## config.mk

```make
export PLATFORM = sky130hd
export DESIGN_NAME = control_unit
export DESIGN_NICKNAME = d
export VERILOG_FILES = /design/src/rtl/control_pkg.sv /design/src/rtl/control_unit_alu_decoder.sv /design/src/rtl/control_unit.sv
export SDC_FILE = /design/constraint.sdc
export NUM_CORES = 1
export LEC_CHECK = 0
export CAP_MARGIN = 20
export CORE_AREA = 2 2 39 41
export DETAILED_ROUTE_END_ITERATION = 8
export DIE_AREA = 0 0 41 43
export SLEW_MARGIN = 10
export SYNTH_ARGS = -nofsm -noshare
export SYNTH_HDL_FRONTEND = slang
export SYNTH_HIERARCHICAL = 1
export SYNTH_SLANG_ARGS = --single-unit
```

## constraint.sdc

```tcl
create_clock -name clk -period 2.6 [get_ports clk]
set_input_delay 0.52 -clock clk [delete_from_list [all_inputs] [get_ports clk]]
set_output_delay 0.52 -clock clk [all_outputs]
set_load 0.005 [all_outputs]
```

## src/rtl/control_pkg.sv

```systemverilog
// Shared encodings for the RV32I control unit: opcodes, immediate formats,
// internal ALU-op classes, ALU operation selects and the main-decode payload.
// Optional feature macro used by this slice: CONTROL_BNE_EN (BNE support).
package control_pkg;

    localparam int unsigned OPCODE_W   = 7;
    localparam int unsigned FUNC3_W    = 3;
    localparam int unsigned FUNC7_W    = 7;
    localparam int unsigned IMM_TYPE_W = 3;
    localparam int unsigned ALU_OP_W   = 2;
    localparam int unsigned ALU_CTRL_W = 3;

    localparam logic [OPCODE_W-1:0] OP_LOAD   = 7'b0000011;
    localparam logic [OPCODE_W-1:0] OP_STORE  = 7'b0100011;
    localparam logic [OPCODE_W-1:0] OP_RTYPE  = 7'b0110011;
    localparam logic [OPCODE_W-1:0] OP_ITYPE  = 7'b0010011;
    localparam logic [OPCODE_W-1:0] OP_BRANCH = 7'b1100011;

    localparam logic [FUNC3_W-1:0] F3_BEQ = 3'b000;
    localparam logic [FUNC3_W-1:0] F3_BNE = 3'b001;

    typedef enum logic [IMM_TYPE_W-1:0] {
        IMM_I = 3'b000,
        IMM_S = 3'b001,
        IMM_B = 3'b010
    } imm_type_e;

    typedef enum logic [ALU_OP_W-1:0] {
        ALU_OP_ADD  = 2'b00,
        ALU_OP_SUB  = 2'b01,
        ALU_OP_FUNC = 2'b10
    } alu_op_e;

    typedef enum logic [ALU_CTRL_W-1:0] {
        ALU_ADD = 3'b000,
        ALU_SUB = 3'b001,
        ALU_AND = 3'b010,
        ALU_OR  = 3'b011,
        ALU_XOR = 3'b100,
        ALU_SLT = 3'b101,
        ALU_SLL = 3'b110,
        ALU_SRL = 3'b111
    } alu_ctrl_e;

    // Main-decoder payload handed to the datapath controls.
    typedef struct packed {
        imm_type_e imm_type;
        logic      mem_write;
        logic      reg_write;
        logic      alu_source;
        logic      result_source;
        alu_op_e   alu_op;
    } main_dec_s;

    // Safe all-zero decode used for unknown opcodes.
    function automatic main_dec_s main_dec_idle();
        main_dec_s d;
        d.imm_type      = IMM_I;
        d.mem_write     = 1'b0;
        d.reg_write     = 1'b0;
        d.alu_source    = 1'b0;
        d.result_source = 1'b0;
        d.alu_op        = ALU_OP_ADD;
        return d;
    endfunction

endpackage

```

## src/rtl/control_unit_alu_decoder.sv

```systemverilog
// ALU decoder: turns the main decoder's alu_op class plus func fields into an
// ALU operation select, flagging the reserved func3 = 011 slot as illegal.
module alu_decoder
    import control_pkg::*;
(
    input  alu_op_e                 i_alu_op,
    input  logic [FUNC3_W-1:0]      i_func3,
    input  logic                    i_func7_5,
    input  logic                    i_op_code_5,
    output logic [ALU_CTRL_W-1:0]   o_alu_control,
    output logic                    o_func_illegal
);

    alu_ctrl_e w_alu_control;
    logic      w_func_illegal;

    // Select the ALU operation; SRA/SRAI collapse onto SRL.
    always_comb begin
        w_alu_control  = ALU_ADD;
        w_func_illegal = 1'b0;
        case (i_alu_op)
            ALU_OP_ADD: w_alu_control = ALU_ADD;
            ALU_OP_SUB: w_alu_control = ALU_SUB;
            ALU_OP_FUNC: begin
                case (i_func3)
                    3'b000: begin
                        // op_code[5] separates R-type from I-type, so ADDI never subtracts.
                        if (i_op_code_5 && i_func7_5) begin
                            w_alu_control = ALU_SUB;
                        end else begin
                            w_alu_control = ALU_ADD;
                        end
                    end
                    3'b111:  w_alu_control = ALU_AND;
                    3'b110:  w_alu_control = ALU_OR;
                    3'b100:  w_alu_control = ALU_XOR;
                    3'b010:  w_alu_control = ALU_SLT;
                    3'b001:  w_alu_control = ALU_SLL;
                    3'b101:  w_alu_control = ALU_SRL;
                    default: begin
                        w_alu_control  = ALU_ADD;
                        w_func_illegal = 1'b1;
                    end
                endcase
            end
            default: w_alu_control = ALU_ADD;
        endcase
    end

    assign o_alu_control  = w_alu_control;
    assign o_func_illegal = w_func_illegal;

endmodule

```

## src/rtl/control_unit.sv

```systemverilog
// RV32I control unit: combinational main decoder, branch resolution and a
// sticky illegal-instruction flag; ALU operation decode lives in alu_decoder.
// Optional macro CONTROL_BNE_EN: treat branch func3 001 (BNE) as legal.
module control_unit
    import control_pkg::*;
(
    input  logic                    clk,
    input  logic                    rst,
    input  logic [OPCODE_W-1:0]     op_code,
    input  logic                    zero,
    input  logic [FUNC3_W-1:0]      func3,
    input  logic [FUNC7_W-1:0]      func7,
    output logic                    mem_write,
    output logic                    reg_write,
    output logic                    alu_source,
    output logic                    result_source,
    output logic [IMM_TYPE_W-1:0]   imm_type,
    output logic [ALU_CTRL_W-1:0]   alu_control,
    output logic                    pc_source,
    output logic                    illegal_op
);

    main_dec_s w_dec;
    logic      w_op_illegal;
    logic      w_func_illegal;
    logic      w_branch_illegal;
    logic      w_pc_source;
    logic      w_illegal;
    logic      r_illegal_op;
    logic      w_unused_func7;

    // Only func7[5] carries meaning for the supported subset.
    assign w_unused_func7 = ^{func7[6], func7[4:0]};

    // Main decode by opcode; unknown opcodes fall back to an all-zero decode.
    always_comb begin
        w_dec        = main_dec_idle();
        w_op_illegal = 1'b0;
        case (op_code)
            OP_LOAD: begin
                w_dec.imm_type      = IMM_I;
                w_dec.reg_write     = 1'b1;
                w_dec.alu_source    = 1'b1;
                w_dec.result_source = 1'b1;
                w_dec.alu_op        = ALU_OP_ADD;
            end
            OP_STORE: begin
                w_dec.imm_type      = IMM_S;
                w_dec.mem_write     = 1'b1;
                w_dec.alu_source    = 1'b1;
                w_dec.alu_op        = ALU_OP_ADD;
            end
            OP_RTYPE: begin
                w_dec.imm_type      = IMM_I;
                w_dec.reg_write     = 1'b1;
                w_dec.alu_op        = ALU_OP_FUNC;
            end
            OP_ITYPE: begin
                w_dec.imm_type      = IMM_I;
                w_dec.reg_write     = 1'b1;
                w_dec.alu_source    = 1'b1;
                w_dec.alu_op        = ALU_OP_FUNC;
            end
            OP_BRANCH: begin
                w_dec.imm_type      = IMM_B;
                w_dec.alu_op        = ALU_OP_SUB;
            end
            default: begin
                w_dec        = main_dec_idle();
                w_op_illegal = 1'b1;
            end
        endcase
    end

    alu_decoder u_alu_decoder (
        .i_alu_op       (w_dec.alu_op),
        .i_func3        (func3),
        .i_func7_5      (func7[5]),
        .i_op_code_5    (op_code[5]),
        .o_alu_control  (alu_control),
        .o_func_illegal (w_func_illegal)
    );

    // Branch resolution from the ALU zero flag; unsupported conditions never branch.
    always_comb begin
        w_pc_source      = 1'b0;
        w_branch_illegal = 1'b0;
        if (op_code == OP_BRANCH) begin
            case (func3)
                F3_BEQ: w_pc_source = zero;
`ifdef CONTROL_BNE_EN
                F3_BNE: w_pc_source = ~zero;
`endif
                default: begin
                    w_pc_source      = 1'b0;
                    w_branch_illegal = 1'b1;
                end
            endcase
        end
    end

    assign w_illegal = w_op_illegal | w_func_illegal | w_branch_illegal;

    // Sticky illegal-instruction flag; reset wins over a same-edge illegal decode.
    always_ff @(posedge clk) begin
        if (rst) begin
            r_illegal_op <= 1'b0;
        end else if (w_illegal) begin
            r_illegal_op <= 1'b1;
        end
    end

    assign mem_write     = w_dec.mem_write;
    assign reg_write     = w_dec.reg_write;
    assign alu_source    = w_dec.alu_source;
    assign result_source = w_dec.result_source;
    assign imm_type      = w_dec.imm_type;
    assign pc_source     = w_pc_source;
    assign illegal_op    = r_illegal_op;

endmodule

```

==> results of run 1 <==
power by group:
group	internal (mW)	leakage, nW	switching (mW)
Sequential	0.0166	0.00844	0.000389
Combinational	0.0289	0.253	0.0167
Clock	0	0	0
synth_stat cells (all sizes together), types with 2 or more instances:
master | count | share of area
inv | 4 | 0.055
ha | 2 | 0.091
and4bb | 2 | 0.091
nand2b | 3 | 0.068
nor3 | 3 | 0.055
and3 | 2 | 0.045
buf | 3 | 0.082
nor2 | 5 | 0.068
worst max-delay path: cells and delay by family:
family | cells | cell delay (ns)
compound gates | 2 | 0.20
fa+ha+maj | 1 | 0.16
buf+inv | 6 | 1.01
simple gates | 1 | 0.11
timing repair:
item                                    in CTS  in global routing
hold endpoints to repair                     0                  0
hold buffers                                 0                  0
endpoints found under the setup margin       6                  2
resized for setup                           25                  4
setup buffers                                2                  0
pin swaps                                    6                  0
area by class of cell:
class / instances / share of cell area
Multi-Input combinational cell: 30 / 0.442
Timing Repair Buffer: 31 / 0.465
Inverter: 4 / 0.0255
Tap cell: 16 / 0.0340
Sequential cell: 1 / 0.0340
layout by cell type, fill, tap and decap left out, drive strengths merged, types with 2 or more instances in the layout:
cell and count:
and3 2, and4bb 2, buf 10, clkdlybuf4s50 15
dlygate4sd2 5, ha 2, inv 4, nand2b 3
nor2 5, nor3 3
path summary, 6_finish.rpt:
check / slack [ns] / cells past startpoint / start / endpoint
max reg2reg: 2.01 / 2 / illegal_op / illegal_op
min: 0.52 / 2 / illegal_op / illegal_op
min reg2reg: 0.52 / 2 / illegal_op / illegal_op
max: 0.08 / 10 / op_code[4] / alu_control[0]
stage by stage:
stage / setup WS [ns] / area (um^2) / hold WS (ns) / cells / power [mW]
final: 0.0791 / 589 / 0.516 / 82 / 0.0626
after global routing: 0.00625 / 589 / 0.571 / 82 / 0.0669
after CTS: 0.0391 / 574 / 0.521 / 82 / 0.0613
after detailed placement: -0.536 / 551 / 0.521 / 80 / 0.0602
after global placement: -0.510 / 551 / 0.524 / 80 / 0.0600
after floorplan: 0.385 / 275 / 0.512 / 38 / 0.0291
cells by family after synthesis:
| logic type | after synthesis | share of synthesized area |
|---|---|---|
| AOI/OAI and AO/OA | 6 | 0.150 |
| adders and majority gates | 2 | 0.0909 |
| buffers and inverters | 7 | 0.136 |
| DFF | 1 | 0.0727 |
| muxes | 1 | 0.0364 |
| other | 1 | 0.0136 |
| and+or+nand+nor | 20 | 0.500 |
layer usage:
layer  share of wire  track usage  up-vias  wire (um)
met3           0.059      0.00524        0         51
li1                -            -      190          -
met5               0            0        -          0
met2            0.51        0.169       10        440
met1            0.43        0.133      156        373
met4               0            0        0          0
==> reports/summary.txt, run 1 <==
crit-path most repeated cell - buf_4
Routed wire per std cell - 10.6 um
DR pass1 iterations - 2
largest net degree at the start of global routing - 10
core area - 1380 um^2
DP HPWL - 665 um
area taken by multi-input logic gates - 260 um^2
Synth Flop Type - dfxtp_1
GP Congestion - 0.701
cell-by-cell trace of the critical path - clkdlybuf4s50_1 > buf_4 > inv_1 > nor2_4 > buf_4 > inv_2 > ha_2 > o21bai_1 > a41oi_1 > buf_2
Starting Density - 0.199
Clk Latency, worst-skew pair - 0 ns
crit path capture type - primary output
flops & latches, synth - 1
CP Class - in -> out
status - completed
Fill cells - 152
Post-synth EDFFs - 0
Cell Area, Synth - 275 um^2
Max Fclk - 397 MHz
I/O pin cnt - 32
YS warnings - 6
startpoint types - input port
syn avg cell area - 7.24 um^2
Yosys cell types - 23
Nets - 90
share of cells above drive strength 1 - 0.318
Pwr Density - 106 nW/um^2
min-delay worst type - reg -> reg
Setup TNS Final - 0 ns
total global routing overflow - 0
storage element area - 20.0 um^2
MaxCap Viol Count - 0
final hold violations - 0
vias in the first global route - 315
maximum vdd drop - 68.7 uV
RSZ-0062 raised after global routing - no
Vias - 356
max incr delay on CP - 0.52 ns
Synth Instances - 38
Worst EP arrival - 2.00 ns
CP Max Fanout - 4
Residual DRC - 0
max FFs per register - 1
Post-synth ARST share - 0
vias per inst - 4.34
fraction of the yosys area taken by sequential cells - 0.0727
Core Rows - 14
Final setup violation count - 0
total wire length - 866 um
gr usage total - 0.0970
Leak - 0.262 nW
Die H - 43 um
initial antenna violation count - 0
Slew Viols, Final - 0
Detail Route Antenna Nets - 0
DRT iter0 DRCs - 1
Buffers on Ports - 24
post-layout minimum cycle time - 2.52 ns
Layout area overhead - 114%
diode count - 0
global-route wire length before repair - 1.28 mm
final worst-path cycle share - 0.970
Die Width - 41 um
Layout Skew - 0 ns
final core utilization - 0.426
Die Area - 1760 um^2
critical path's slowest cell - clkdlybuf4s50_1
post-synthesis net count - 60
Critical Path RT - 2.08 ns
clock transition at the registers of the reported paths - 0 ns
Note: power is estimated with default switching activity, not from simulation.
==> run 2: changes to the inputs <==
--- a/config.mk
+++ b/config.mk
@@ -9,6 +9,7 @@
 export CORE_AREA = 2 2 39 41
 export DETAILED_ROUTE_END_ITERATION = 8
 export DIE_AREA = 0 0 41 43
+export MAX_ROUTING_LAYER = met4
 export SLEW_MARGIN = 10
 export SYNTH_ARGS = -nofsm -noshare
 export SYNTH_HDL_FRONTEND = slang
==> run 2 against run 1 <==
  * Total power is essentially flat
  * Wire length stayed put
  * Critical path depth unchanged
  * Worst hold slack unchanged
  * Clock skew did not move
  * Core utilization unchanged
  * Die area unchanged
  * Design area did not move
  * Largest cell class unchanged
==> reports/summary.txt, run 2 (synthesis gave the netlist of run 1 again) <==
status - completed
sw power - 0.0171 mW
Comb power frac - 0.729
Die Width - 41 um
final worst-path cycle share - 0.970
max incr delay on CP - 0.52 ns
Sw Share - 0.273
Max Used Layer - met3
storage element area - 20.0 um^2
Die Area - 1760 um^2
Layout area overhead - 114%
GP Congestion - 0.709
Pwr Density - 106 nW/um^2
Clk Latency, worst-skew pair - 0 ns
startpoint types - input port
Max Fclk - 397 MHz
total wire length - 866 um
share of cells above drive strength 1 - 0.318
initial antenna violation count - 0
critical path's slowest cell - clkdlybuf4s50_1
Worst Setup Slack, final - 0.0791 ns
Buffers on Ports - 24
Placement Cell Area - 551 um^2
core area - 1380 um^2
Vias - 356
largest net degree at the start of global routing - 10
area taken by multi-input logic gates - 260 um^2
Cells after DPL - 80
Slew Viols, Final - 0
MaxCap Viol Count - 0
most frequent cells in the layout - 15 x clkdlybuf4s50_1, 7 x buf_4, 5 x dlygate4sd2_1, 4 x nor2_1
DP Worst Slack - -0.536 ns
Die H - 43 um
Setup TNS Final - 0 ns
Met1 Wirelength - 383 um
total chip power - 0.0626 mW
vias per inst - 4.34
clock transition at the registers of the reported paths - 0 ns
Final setup violation count - 0
Post-CTS Hold Buffers - 0
design area - 589 um^2
final hold violations - 0
RSZ-0062 raised after global routing - no
cell-by-cell trace of the critical path - clkdlybuf4s50_1 > buf_4 > inv_1 > nor2_4 > buf_4 > inv_2 > ha_2 > o21bai_1 > a41oi_1 > buf_2
commonest non-fill, non-tap cell in the layout - clkdlybuf4s50_1
DR pass1 iterations - 2
Worst EP arrival - 2.00 ns
diode count - 0
routed wl met3 - 41 um
Seq pwr share - 0.271
vias in the first global route - 315
I/O pin cnt - 32
Nets - 90
Leak - 0.262 nW
fin cells - 82
post-layout minimum cycle time - 2.52 ns
maximum vdd drop - 68.7 uV
gr usage total - 0.0994
DP HPWL - 665 um
Critical Path RT - 2.08 ns
Detail Route Antenna Nets - 0
min-delay worst type - reg -> reg
Layout Skew - 0 ns
Residual DRC - 0
Routed wire per std cell - 10.6 um
CP Class - in -> out
total global routing overflow - 0
max FFs per register - 1
crit-path most repeated cell - buf_4
Fill cells - 152
P_int - 0.0455 mW
Core Rows - 14
global-route wire length before repair - 1.28 mm
Starting Density - 0.199
DRT iter0 DRCs - 1
met2 WL - 440 um
CP Max Fanout - 4
Clock Power Share - 0
crit path capture type - primary output
==> run 2: cell counts in the layout (fill, tap and decap cells not counted) <==
Identical to the previous run, type by type.
==> run 2: power by group through the flow <==
stage / combinational (mW) / sequential, mW / clock [mW]
2_1_floorplan: 0.0120 / 0.0171 / 0
3_3_place_gp: 0.0430 / 0.0170 / 0
3_5_place_dp: 0.0433 / 0.0170 / 0
4_1_cts: 0.0444 / 0.0170 / 0
5_1_grt: 0.0498 / 0.0171 / 0
6_report: 0.0456 / 0.0170 / 0
==> run 2: through the flow <==
| step | util | hold slack (ns) |
|---|---|---|
| 3_3_place_gp | 0.398 | 0.524 |
| 5_1_grt | 0.426 | 0.571 |
| 6_report | 0.426 | 0.516 |
| 3_5_place_dp | 0.398 | 0.521 |
| 4_1_cts | 0.415 | 0.521 |
| 2_1_floorplan | - | 0.512 |
==> run 2: routing by layer <==
metal  GRT usage  vias up
met1       0.137      156
met4           0        0
met3           0        0
met5           -        -
met2       0.169       10
li1            -      190
==> run 2: final cells by class <==
type	instances	share of cell area
sequential	1	0.0340
tap	16	0.0340
multi-input combinational	30	0.442
timing repair buffer	31	0.465
inverter	4	0.0255
==> run 2: final timing paths <==
kind	startpoint	to	slack (ns)	depth (start not counted)
setup / recovery	op_code[4]	alu_control[0]	0.08	10
hold / removal	illegal_op	illegal_op	0.52	2
setup reg to reg	illegal_op	illegal_op	2.01	2
hold reg to reg	illegal_op	illegal_op	0.52	2
==> run 2: timing repair <==
item                                    in CTS  in global routing
endpoints found under the setup margin       6                  2
cloned                                       0                  0
setup buffers                                2                  0
hold endpoints to repair                     0                  0
pin swaps                                    6                  0
gates resized for setup                     25                  4
==> run 2: critical path, delay by kind of cell <==
kind / cells / cell delay (ns)
fa+ha+maj: 1 / 0.16
compound gates: 2 / 0.20
simple gates: 1 / 0.11
buf+inv: 6 / 1.01
